## config.mk

```make
export PLATFORM = sky130hd
export DESIGN_NAME = ram_sdp
export DESIGN_NICKNAME = d
export VERILOG_FILES = /design/src/rtl/ram_sdp.sv
export SDC_FILE = /design/constraint.sdc
export NUM_CORES = 1
export LEC_CHECK = 0
export ABC_AREA = 1
export BUFFER_PORTS_ARGS = -buffer_cell sky130_fd_sc_hd__buf_2
export CORE_UTILIZATION = 50
export DETAILED_ROUTE_END_ITERATION = 8
export PLACE_DENSITY = 0.67
export SLEW_MARGIN = 20
export SYNTH_ARGS = -nofsm -noshare
export SYNTH_HDL_FRONTEND = slang
export SYNTH_SLANG_ARGS = --single-unit
export TNS_END_PERCENT = 30
```

## constraint.sdc

```tcl
create_clock -name clk -period 4.6 [get_ports clk]
set_clock_uncertainty 0.2 [all_clocks]
set_input_delay 0.46 -clock clk [delete_from_list [all_inputs] [get_ports clk]]
set_output_delay 0.46 -clock clk [all_outputs]
set_load 0.02 [all_outputs]
```

## src/rtl/ram_sdp.sv

```systemverilog
// ram_sdp: simple dual-port RAM with byte-lane writes, selectable read-during-write and a clear engine.
// Define RAM_SDP_OUT_REG_EN to add a second read output register (read latency 2).
module ram_sdp #(
    parameter int unsigned           ADDR_WIDTH = 4,
    parameter int unsigned           DATA_WIDTH = 8,
    parameter int unsigned           RDW_MODE   = 0,
    parameter logic [DATA_WIDTH-1:0] INIT_VALUE = '0
) (
    input  logic                    clk,
    input  logic                    rst_n,
    input  logic                    clr,
    output logic                    busy,
    input  logic                    wr_en,
    input  logic [ADDR_WIDTH-1:0]   wr_addr,
    input  logic [DATA_WIDTH-1:0]   wr_data,
    input  logic [DATA_WIDTH/8-1:0] wr_be,
    input  logic                    rd_en,
    input  logic [ADDR_WIDTH-1:0]   rd_addr,
    output logic [DATA_WIDTH-1:0]   rd_data,
    output logic                    rd_valid
);
    localparam int unsigned DEPTH = 2 ** ADDR_WIDTH;
    localparam int unsigned NB    = DATA_WIDTH / 8;

    typedef enum logic {ST_INIT, ST_READY} state_e;

    state_e                  state_q, state_d;
    logic [ADDR_WIDTH-1:0]   cnt_q, cnt_d;
    logic                    busy_q, busy_d;
    logic [DATA_WIDTH-1:0]   rd1_q, rd1_d;
    logic                    vld1_q, vld1_d;

    logic [DATA_WIDTH-1:0]   mem [DEPTH];

    logic                    mem_we_c;
    logic [ADDR_WIDTH-1:0]   mem_addr_c;
    logic [DATA_WIDTH-1:0]   mem_wdata_c;
    logic [NB-1:0]           mem_be_c;
    logic [DATA_WIDTH-1:0]   rd_word_c;
    logic [DATA_WIDTH-1:0]   rd_merged_c;

    // Read word, optionally merged with same-cycle write lanes (write-first)
    always_comb begin
        rd_word_c   = mem[rd_addr];
        rd_merged_c = rd_word_c;
        if (RDW_MODE == 1 && wr_en && (rd_addr == wr_addr)) begin
            for (int i = 0; i < NB; i++) begin
                if (wr_be[i]) begin
                    rd_merged_c[8*i +: 8] = wr_data[8*i +: 8];
                end
            end
        end
    end

    // Next-state and memory-port selection
    always_comb begin
        state_d     = state_q;
        cnt_d       = cnt_q;
        rd1_d       = rd1_q;
        vld1_d      = 1'b0;
        mem_we_c    = 1'b0;
        mem_addr_c  = wr_addr;
        mem_wdata_c = wr_data;
        mem_be_c    = wr_be;
        case (state_q)
            ST_INIT: begin
                mem_we_c    = 1'b1;
                mem_addr_c  = cnt_q;
                mem_wdata_c = INIT_VALUE;
                mem_be_c    = '1;
                cnt_d       = cnt_q + 1'b1;
                if (cnt_q == ADDR_WIDTH'(DEPTH - 1)) begin
                    state_d = ST_READY;
                end
            end
            ST_READY: begin
                if (clr) begin
                    state_d = ST_INIT;
                    cnt_d   = '0;
                end else begin
                    mem_we_c = wr_en;
                    if (rd_en) begin
                        rd1_d  = rd_merged_c;
                        vld1_d = 1'b1;
                    end
                end
            end
        endcase
        busy_d = (state_d == ST_INIT);
    end

    always_ff @(posedge clk or negedge rst_n) begin
        if (!rst_n) begin
            state_q <= ST_INIT;
            cnt_q   <= '0;
            busy_q  <= 1'b1;
            rd1_q   <= '0;
            vld1_q  <= 1'b0;
        end else begin
            state_q <= state_d;
            cnt_q   <= cnt_d;
            busy_q  <= busy_d;
            rd1_q   <= rd1_d;
            vld1_q  <= vld1_d;
        end
    end

    // Storage is never reset; only the clear engine initialises it
    always_ff @(posedge clk) begin
        if (mem_we_c) begin
            for (int i = 0; i < NB; i++) begin
                if (mem_be_c[i]) begin
                    mem[mem_addr_c][8*i +: 8] <= mem_wdata_c[8*i +: 8];
                end
            end
        end
    end

    assign busy = busy_q;

`ifdef RAM_SDP_OUT_REG_EN
    logic [DATA_WIDTH-1:0] rd2_q, rd2_d;
    logic                  vld2_q, vld2_d;

    // Second stage advances regardless of state so a clear cannot cancel it
    always_comb begin
        rd2_d  = vld1_q ? rd1_q : rd2_q;
        vld2_d = vld1_q;
    end

    always_ff @(posedge clk or negedge rst_n) begin
        if (!rst_n) begin
            rd2_q  <= '0;
            vld2_q <= 1'b0;
        end else begin
            rd2_q  <= rd2_d;
            vld2_q <= vld2_d;
        end
    end

    assign rd_data  = rd2_q;
    assign rd_valid = vld2_q;
`else
    assign rd_data  = rd1_q;
    assign rd_valid = vld1_q;
`endif

endmodule

```

; ---- Word-level counts from Yosys, hierarchy flattened
; Memory sizes are Yosys's and may differ from the RTL's. A register that Yosys moved wholly into a read port is not among the register bits.
; Cells that the tools add are included.
[classes]
addsub = 1
eq_ne = 2
muxes = 16
bitwise_logic = 3
n_reduce_logical = 2
[ops]
columns = operator, count
row1 = 1-bit 2-to-1 mux, 10
row2 = 4-bit 2-to-1 mux, 2
row3 = 8-bit 2-to-1 mux, 1
row4 = 4-bit case mux with 2 select lines, 1
row5 = "4-bit by 1-bit adder with 4-bit output, second input constant", 1
row6 = "4-bit == test, second input constant", 1
row7 = 1-bit case mux with 2 select lines, 2
row8 = 1-bit NOT, 3
row9 = 3-bit AND reduction, 1
row10 = "2-bit != test, second input constant", 1
row11 = 1-bit logical NOT, 1
[word_totals]
ff_bits = 7
ram_bits = 128
inputBits = 22
output_inout_bits = 10
wordCells = 29
n_memories = 1
[memory_table]
columns = memory, depth, width, read_ports, rd_clocked_by_memory_dff, wr, line_no
row1 = mem, 16, 8, 1, 1, 1, 33  ; logic [DATA_WIDTH-1:0] mem [DEPTH];

; ---- Depth between registers and ports, before layout
[logic_depth]
ltp_word = 4
depth_mapped = 10
depth_no_buf = 9

; ---- Worst setup path before layout
; OpenSTA, ideal clock, no wires.
[synth_timing]
kind = reg2reg
from = reg state_q
to = mem mem[12][0] (enable)
setup_time_ns = 0.370
arrival_time_ns = 1.304
t_required_ns = 4.030
slack_ns = 2.725
path_stages_with_launch = 7
path_buffers = 1
synth_period_minus_slack_ns = 1.875
path_cell_list = dfrtp_1 -> buf_4 -> inv_2 -> or2_1 -> o21ai_2 -> nand3_1 -> nor2_1
[synth_between]
elab_chain_cells = 4
word_cells_on_any_way = 7
cone_classes = 6 x mux / 1 x bitwise
[synth_rtl]
columns = item, line_no
row1 = start: declaration, 27  ; state_e state_q, state_d;
row2 = start signal: assignment, 100  ; state_q <= state_d;
row3 = 1-bit NOT or 1-bit 2-to-1 mux (tied branches), --
row4 = 1-bit case mux with 2 select lines or 1-bit 2-to-1 mux (tied branches), "65, 112"
row5 = 1-bit 2-to-1 mux, 110  ; if (mem_we_c) begin
row6 = 1-bit 2-to-1 mux (implied by the code), 113  ; mem[mem_addr_c][8*i +: 8] <= mem_wdata_c[8*i +: 8];
row7 = end: declaration, 33
; Several ways; a longest one is shown, not always the timed one.

==> flow_summary.json <==
{
  "place.detailed.hpwl_um": 8140,
  "max_slew_margin": 0.379,
  "max_freq_mhz": 354,
  "pwr-share-clk": 0.308,
  "post_cts_resized": 0,
  "cts_tree": "done",
  "portBuffers": 31,
  "drive_gt1_frac": 0.118,
  "via_per_inst": 5.45,
  "yosys_register_bits": 143,
  "cts_inserted_buffers": 17,
  "clk_latency_ps": 420,
  "start_kind": "input pin",
  "seqPwrFrac": 0.485,
  "synthesis.area_sq_mm": 0.00606,
  "drt-total-wl_um": 13300,
  "die_width_um": 112,
  "hp-class": "input pin to flip-flop",
  "finalCritPeriodShare": 0.614,
  "dr_total_vias": 3929,
  "grt_max_degree": 66,
  "power.density_mw_per_mm2": 625,
  "fillCellCount": 978,
  "synth_nets": 562,
  "first_pass_iters": 5,
  "syn_area_per_cell_sq_um": 11.2,
  "cp_data_required_time_ps": 4710,
  "synth_cell_types": 24,
  "num_rows": 39,
  "yosysWarningCount": 0,
  "area_delta_synth_final_pct": 10.5,
  "worstPathMaxFanout": 65,
  "coreArea_sq_mm": 0.0116,
  "cts_buffer_depth": 2,
  "tightest_slew_ps": 931,
  "p_int_mw": 2.89,
  "synth_top_area_cell": "edfxtp_1",
  "layout_setup_ws_ps": 1780,
  "io_pins": 32,
  "yosys-top-cells-area": "edfxtp_1 (63%), nand2_1 (13%), nand3_1 (8.3%), dfrtp_1 (5.8%), buf_6 (3.3%)",
  "grt_use_total": 0.230,
  "hold_viol_final": 0,
  "yosysSeqAreaShare": 0.697,
  "nets": 588,
  "grt_antenna_before_repair": 0,
  "layout_commonest_cell": "nand2_1",
  "num_antenna_cells": 0,
  "finalPower_mw": 4.18,
  "synthCells": 539,
  "place.gp.congestion": 0.785,
  "die_h_um": 112,
  "tns_ps": 0,
  "fin_util": 0.576,
  "swShare": 0.310,
  "grt_pass1_vias": 3821,
  "postRouteAntennaNets": 0,
  "wire_per_inst_um": 18.5,
  "switchingPower_mw": 1.29,
  "slew_viol_final": 0,
  "cts_sinks": 143,
  "start_util": 0.522,
  "drc_errors": 0,
  "min_period_ps": 2820,
  "setup_viol": 0,
  "final_cell_mix": "nand2_1 (211), edfxtp_1 (128), nand3_1 (101)",
  "grt_pass1_wl_um": 20800,
  "cts_root_buf": "clkbuf_16",
  "grt.overflow.total": 0,
  "clk_pin_slew_ps": 50,
  "synth_top_area_share": 0.635,
  "combPwrFrac": 0.207,
  "power.leakage_nw": 2.72,
  "ctsHtreeMaxLevel": 4,
  "endpoint_kind": "flip-flop",
  "dp_slack_ps": 1730,
  "setup.worst_path.class": "input pin to flip-flop",
  "die_area_sq_mm": 0.0126,
  "worst_ep_arrival_time_ps": 2930,
  "status": "completed",
  "drt_iter0_drc": 254,
  "max_cap_viol_count": 0,
  "rsz0062_at_grt": "no",
  "ir_worst_vdd_mv": 0.393,
  "whs_ps": 148
}
worst paths after layout:
check | cells past startpoint | slack [ps] | endpoint | from
max in group asynchronous | 2 | 3590 | busy$_DFF_PN1_ | rst_n
min | 4 | 150 | cnt_q[1]$_DFFE_PN0P_ | clr
min in group asynchronous | 2 | 290 | rd_data[7]$_DFFE_PN0P_ | rst_n
max | 11 | 1780 | rd_data[6]$_DFFE_PN0P_ | rd_addr[0]
max reg2reg | 4 | 1880 | mem[0][4]$_DFFE_PP_ | state_q$_DFF_PN0_
min reg2reg | 1 | 230 | busy$_DFF_PN1_ | cnt_q[3]$_DFFE_PN0P_
worst max-delay path, cell delays in order:
cell	delay, ps
buf_2	80
buf_4	560
clkinv_2	930
nand2_1	270
nand3_1	110
nand3_1	150
nand2_1	90
nand2_1	80
nand2_1	70
nand2_1	60
nand2_1	50
per-layer routing:
metal,up-vias,part of all wire,global-route usage
met5,-,0,0
met1,1866,0.41,0.305
met4,0,0.025,0.115
li1,1878,-,-
met2,163,0.48,0.360
met3,22,0.078,0.0545
sequential cells by signal, summed over array words and instances (netlist names):
name and count:
rd_data 8, state_q 1, rd_valid 1, busy 1, cnt_q 4, mem 128
stage by stage:
step                      instance area, sq um  std cells
final                                     6690        721
after CTS                                 6690        721
after detailed placement                  6120        688
after global placement                    6120        688
after global routing                      6690        721
after floorplan                           6060        539
area by class of cell:
type / count / area (sq um) / share of cell area
multi-input combinational: 346 / 1470 / 0.219
clock buffer: 18 / 429 / 0.0641
inverter: 24 / 96.3 / 0.0144
sequential: 143 / 4220 / 0.631
tap: 143 / 179 / 0.0267
clock inverter: 14 / 125 / 0.0187
timing repair buffer: 33 / 173 / 0.0258
power groups by stage:
stage,Combinational (mW),Clock (mW),Sequential (mW)
finish,0.866,1.29,2.03
global route,0.964,1.35,2.06
CTS,0.873,1.29,2.03
detailed placement,0.868,0,2.05
global placement,0.843,0,2.04
floorplan,0.567,0,2.04
synth_stat cells (all sizes together):
cell	instances
clkbuf	3
dfrtp	14
ha	1
edfxtp	128
nand2	213
buf	23
dfstp	1
nor3	1
inv	23
and3	1
a21oi	3
o21ai	4
clkinv	1
nor2	19
nand3b	1
o21a	1
or2	1
nand3	101
kinds of logic after synthesis:
family                     share of synthesized area
and+or+nand+nor                                0.233
DFF                                            0.697
buffers and inverters                         0.0609
AOI/OAI and AO/OA                            0.00764
adders and majority gates                    0.00207
what timing repair did:
item / in CTS / in global routing
hold buffers: 1 / 0
setup buffers: 0 / 0
hold endpoints to repair: 14 / 0
Power figures use the tool's default switching activity.
